File: config.mk
export PLATFORM = sky130hd
export DESIGN_NAME = prog_delay_line
export DESIGN_NICKNAME = d
export VERILOG_FILES = /design/src/rtl/prog_delay_line.sv
export SDC_FILE = /design/constraint.sdc
export NUM_CORES = 1
export LEC_CHECK = 0
export BUFFER_PORTS_ARGS = -buffer_cell sky130_fd_sc_hd__clkbuf_2
export CORE_UTILIZATION = 30
export CTS_CLUSTER_DIAMETER = 60
export CTS_CLUSTER_SIZE = 40
export DETAILED_ROUTE_END_ITERATION = 16
export GPL_ROUTABILITY_DRIVEN = 0
export SLEW_MARGIN = 20
export SYNTH_ARGS = -nofsm -noshare
export SYNTH_HDL_FRONTEND = slang
export SYNTH_SLANG_ARGS = --single-unit
File: constraint.sdc
create_clock -name clk -period 2.2 [get_ports clk]
set_input_delay 0 -clock clk [delete_from_list [all_inputs] [get_ports clk]]
set_output_delay 0 -clock clk [all_outputs]
set_load 0.03 [all_outputs]
File: src/rtl/prog_delay_line.sv
// prog_delay_line: variable-latency delay line; cfg changes drain in-flight beats first.
// Define PROG_DELAY_LINE_OCC_EN to add the occ (in-flight count) output.
module prog_delay_line #(
  parameter int WIDTH = 8,
  parameter int DEPTH = 16,
  parameter int RESET_DELAY = 1,
  localparam int DW = $clog2(DEPTH + 1)
) (
  input  logic             clk,
  input  logic             rst,
  input  logic             in_valid,
  output logic             in_ready,
  input  logic [WIDTH-1:0] in_data,
  output logic             out_valid,
  output logic [WIDTH-1:0] out_data,
  input  logic             cfg_load,
  input  logic [DW-1:0]    cfg_delay,
  output logic             cfg_busy,
`ifdef PROG_DELAY_LINE_OCC_EN
  output logic [DW-1:0]    occ,
`endif
  output logic [DW-1:0]    cur_delay
);
  typedef enum logic {RUN, DRAIN} state_t;
  state_t r_state, w_state_nxt;
  logic [DW-1:0] r_cur, r_pend, w_pend_nxt, w_clamp, w_wsel;
  logic [DEPTH-1:0] r_v;
  logic [WIDTH-1:0] r_d [DEPTH];
  logic w_acc, w_empty;
  assign w_acc = in_valid & in_ready;
  assign w_empty = ~|r_v;
  assign w_wsel = r_cur - DW'(1);
  assign w_clamp = (cfg_delay == '0) ? DW'(1) : (cfg_delay > DW'(DEPTH)) ? DW'(DEPTH) : cfg_delay;
  assign w_pend_nxt = cfg_load ? w_clamp : r_pend;
  assign in_ready = (r_state == RUN);
  assign cfg_busy = (r_state == DRAIN);
  assign out_valid = r_v[0];
  assign out_data = r_v[0] ? r_d[0] : '0;
  assign cur_delay = r_cur;
  always_comb begin
    w_state_nxt = r_state;
    w_state_nxt = (r_state == RUN) ? (cfg_load ? DRAIN : RUN) : (w_empty ? RUN : DRAIN);
  end
  always_ff @(posedge clk or posedge rst) begin
    if (rst) begin
      r_state <= RUN;
      r_cur <= DW'(RESET_DELAY);
      r_pend <= DW'(RESET_DELAY);
    end else begin
      r_state <= w_state_nxt;
      r_pend <= w_pend_nxt;
      if (r_state == DRAIN && w_empty) r_cur <= w_pend_nxt;
    end
  end
  // Slot k emits k+1 cycles after being written, so a beat enters at slot cur_delay-1.
  for (genvar k = 0; k < DEPTH; k++) begin : g_slot
    logic w_hit;
    assign w_hit = w_acc && (w_wsel == DW'(k));
    if (k == DEPTH - 1) begin : g_top
      always_ff @(posedge clk or posedge rst) begin
        if (rst) r_v[k] <= 1'b0;
        else r_v[k] <= w_hit;
      end
      always_ff @(posedge clk) r_d[k] <= w_hit ? in_data : '0;
    end else begin : g_mid
      always_ff @(posedge clk or posedge rst) begin
        if (rst) r_v[k] <= 1'b0;
        else r_v[k] <= w_hit | r_v[k+1];
      end
      always_ff @(posedge clk) r_d[k] <= w_hit ? in_data : r_d[k+1];
    end
  end
`ifdef PROG_DELAY_LINE_OCC_EN
  logic [DW-1:0] r_occ;
  always_ff @(posedge clk or posedge rst) begin
    if (rst) r_occ <= '0;
    else r_occ <= r_occ + DW'(w_acc) - DW'(r_v[0]);
  end
  assign occ = r_occ;
`endif
endmodule

# [After elaboration in Yosys (flattened, before gate mapping)]
# Memories as Yosys holds them, arrays and structs flattened.
# Cells that the tools add are included.
# Widths: inputs -> output; s select.
[totals] ff_bits=27 romBits=0 latchBits=0 mem_bits_rw=128 in_bits=17 n_memories=1 output_inout_bits=16
[op_classes] n_eq_ne=15 shift=0 n_mux=23 n_reduce_logical=21 div=0 n_addsub=1 order_cmp=1 mul=0 bitwise_logic=17
[mem_list] memory="r_d" depth=16 width=8 read_ports=16 rd_ports_with_merged_regs=0 write_ports=16 line="28" rtl="logic [WIDTH-1:0] r_d [DEPTH];"
[ops] operator="$mux 8" count=17
[ops] operator="$eq 5x4->1 const B" count=8
[ops] operator="$eq 5x3->1 const B" count=4
[ops] operator="$logic_and 1x1->1" count=17
[ops] operator="$reduce_or 16->1" count=1
[ops] operator="$mux 5" count=3
[ops] operator="$or 1x1->1" count=15
[ops] operator="$eq 5x2->1 const B" count=2
[ops] operator="$logic_not 5->1" count=2
[ops] operator="$eq 5x1->1 const B" count=1
[ops] operator="$gt 5x5->1 const B" count=1
[ops] operator="$sub 5x1->5 const B" count=1
[ops] operator="$mux 1" count=3
[ops] operator="$and 1x1->1" count=1
[ops] operator="$logic_not 1->1" count=1
[ops] operator="$not 1->1" count=1

# [Longest topological paths before layout]
[depth] depth_word=4 mapped_depth=6 depth_no_buf=4

# [Worst setup path after synthesis]
# No wires, ideal clock.
[synth_path] kind="reg2reg" from="reg r_state, in the netlist cfg_busy" to="mem r_d[13][0], in the netlist r_d[1][40]" t_required_ns=2.079 setup_ns=0.121 stages_incl_launch_ff=7 path_buffers=2 t_arrival_ns=1.766 setup_slack_ns=0.313 path_cell_list="dfrtp_1 nor3b_2 and3b_1 clkbuf_2 and3_1 buf_4 mux2_2"
[synth_rtl] item="start, declared" line="25" rtl="state_t r_state, w_state_nxt;"
[synth_rtl] item="start signal, assigned" line="50" rtl="r_state <= w_state_nxt;"
[synth_rtl] item="end, declared" line="28"

==> run_results.csv <==
group,metric,value,unit
outcome,outcome,"finished, violations left",
outcome,violations,"DRC",
cts,cts_inserted_buffers,17,
logic_synthesis,dominantRegCellSynth,"dfxtp_1",
cts,post_cts_buffers,0,
timing,clock.fmax,0.510,GHz
setup_path,start_kind,"register",
drt,routedWlPerCell,14.6,um
drt,antenna_left,0,
die,core,17200,um^2
logic_synthesis,netlist_area,5290,um^2
drt,drt-total-wl,9750,um
pwr,p_per_area,1190,nW/um^2
pwr,p_leak,2.89,nW
grt,grt.overflow.total,0,
die,initial_core_util,0.307,
cts,clock_path_buffers,2,
cts,root_buffer,"clkbuf_16",
hold_path,hold_class,"in2reg",
flow_run,maxCapViolCount,0,
setup_path,path_class,"reg2reg",
timing,worst_slack,239,ps
cts,cts_tree,"done",
die,fp-row-count,48,
die,boundaryPins,33,
grt,grt_first_pass_wirelength,16100,um
place,postPlaceCellArea,5700,um^2
cells_and_area,final_cell_mix,"dfxtp_1, mux2_2, clkbuf_2",
cts,htreeDepth,4,
logic_synthesis,synth-edff-count,0,
setup_path,cpPeakStageDelay,510,ps
setup_path,endpoint_kind,"register",
timing,finalCriticalPeriod,1960,ps
place,portBuffers,32,
cells_and_area,final_common_cell,"dfxtp_1",
logic_synthesis,synth_warnings,0,
logic_synthesis,synth-async-reset-ratio,0.174,
timing,final.setup.tns,0,ps
pwr,ir_drop,715,uV
timing,hold_viol,0,
setup_path,path_delay_family,"simple AND/OR/NAND/NOR gates",
timing,rsz0062_at_grt,"false",
timing,finalSetupViolCount,0,
timing,maxSlewHeadroom,0.358,
setup_path,cp_slowest_cell,"nor3b_4",
cells_and_area,final_area,6420,um^2
grt,grtUsageTotal,0.119,
place,hpwl,6270,um
setup_path,required,2500,ps
cells_and_area,drive_above_1_share,0.484,
drt,drt-initial-drc-count,134,
logic_synthesis,syn_avg_cell_area,14.0,um^2
logic_synthesis,ys_ff_latch,155,
cells_and_area,antennaDiodeCount,0,
setup_path,crit_chain,"nor3b_2, nand3b_4, nor3b_4, mux2_2",
logic_synthesis,synthCells,378,
logic_synthesis,synth_cell_types,33,
drt,first_pass_iters,10,
drt,drcViolationCount,1,
cts,cts.sinks,155,
timing,fin_skew,10.5,ps
setup_path,cp.buffers_inverters,0,
timing,worst_slew_pin_slew,957,ps
grt,grt_pass1_vias,3000,
grt,antenna_found_initial,0,
timing,fin_crit_sh,0.892,
setup_path,crit_fanout,9,
cts,clock_latency,410,ps
place,dp_slack,246,ps
drt,routed_via_density,4.31,
drt,via_count,2882,
cells_and_area,areaGrowthSynthToFinish,21.5,%
die,dieArea,18200,um^2
cells_and_area,nets,449,
timing,drv_slew,0,
setup_path,worstPathArrival,2260,ps
die,die_y,135,um
logic_synthesis,syn_nets,395,
logic_synthesis,yosysSeqAreaShare,0.613,
die,die_w,135,um
grt,grt_max_degree,28,
cts,path_clk_slew,60,ps
[through the flow]
stage	hold slack, ps	power [W]	utilization	instances
floorplan	51.2	0.00448	-	378
global placement	264	0.00476	0.331	625
detailed placement	275	0.00480	0.331	625
CTS	27.7	0.00773	0.373	669
global route	59.2	0.00798	0.373	669
finish	29.2	0.00764	0.373	669
[where the power goes]
part	total [W]	internal, W	switching [W]	leakage, nW
combinational	0.00118	0.000616	0.000561	1.22
clock	0.00289	0.00175	0.00114	0.283
sequential	0.00357	0.00333	0.000242	1.39
total	0.00764	0.00569	0.00194	2.89
[registers in the layout, indices dropped and copies added, names as in the netlist]
register / cells
r_pend: 5
r_d: 128
r_v: 15
out_valid: 1
cur_delay: 5
cfg_busy: 1
[logic make-up (layout without fill, tap and decap cells)]
family                 count (synthesis)  after routing  share of synthesized area
flip-flops                           155            155                      0.613
multiplexers                         126            126                      0.268
AND/OR/NAND/NOR                       71             71                     0.0973
buffers and inverters                 21             87                     0.0166
AO/OA/AOI/OAI                          5              5                    0.00473
[cell usage after synthesis, types with 2 or more instances]
master    number  share of area
clkbuf_1      10         0.0071
mux2_2       125           0.27
buf_2          3         0.0028
nand2b_1      11          0.013
and2_1        16          0.019
nand3_1        2         0.0019
nor3b_4        2         0.0071
o21ai_0        5         0.0047
inv_1          6         0.0043
nor3_1         3         0.0028
and3_1         3         0.0036
nor4_1         2         0.0024
dfstp_2        2         0.0099
nor2_1         3         0.0021
nor2b_1        3         0.0036
or2_2          5         0.0059
nand2_1        3         0.0021
dfxtp_1      128           0.48
dfrtp_1       25           0.12
nand3b_1       3         0.0043
nand2_2        6         0.0071
[worst paths after layout]
kind | startpoint | to | slack [ps] | depth (start not counted)
max in group asynchronous | rst | r_v[8] | 1530 | 3
worst max register to register | cur_delay[4] | r_d[1][7] | 240 | 4
worst max-delay path | cur_delay[4] | r_d[1][7] | 240 | 4
worst min register to register | r_d[1][55] | r_d[1][47] | 440 | 1
min in group asynchronous | rst | cur_delay[4] | 220 | 3
worst min-delay path | in_data[0] | r_d[1][56] | 30 | 2
[final cells by class]
class                           count  area (um^2)
Fill cell                        1654        10800
Sequential cell                   155         3240
Timing Repair Buffer               50          328
Clock inverter                     12          139
Clock buffer                       19          454
Inverter                            6         22.5
Tap cell                          225          282
Multi-Input combinational cell    202         1960
[timing repair]
item                                   in CTS  in global routing
gates resized for setup                     0                  0
hold buffers                               13                  0
endpoints found under the hold margin      31                  0
[layer usage]
metal | GRT usage | up-vias | wire (um)
met5 | 0 | - | 0
met4 | 0.0499 | 0 | 105
met3 | 0.0315 | 8 | 320
met2 | 0.186 | 32 | 4690
met1 | 0.155 | 1425 | 4640
li1 | - | 1417 | -
No activity file was read; power rests on OpenSTA's default activity.
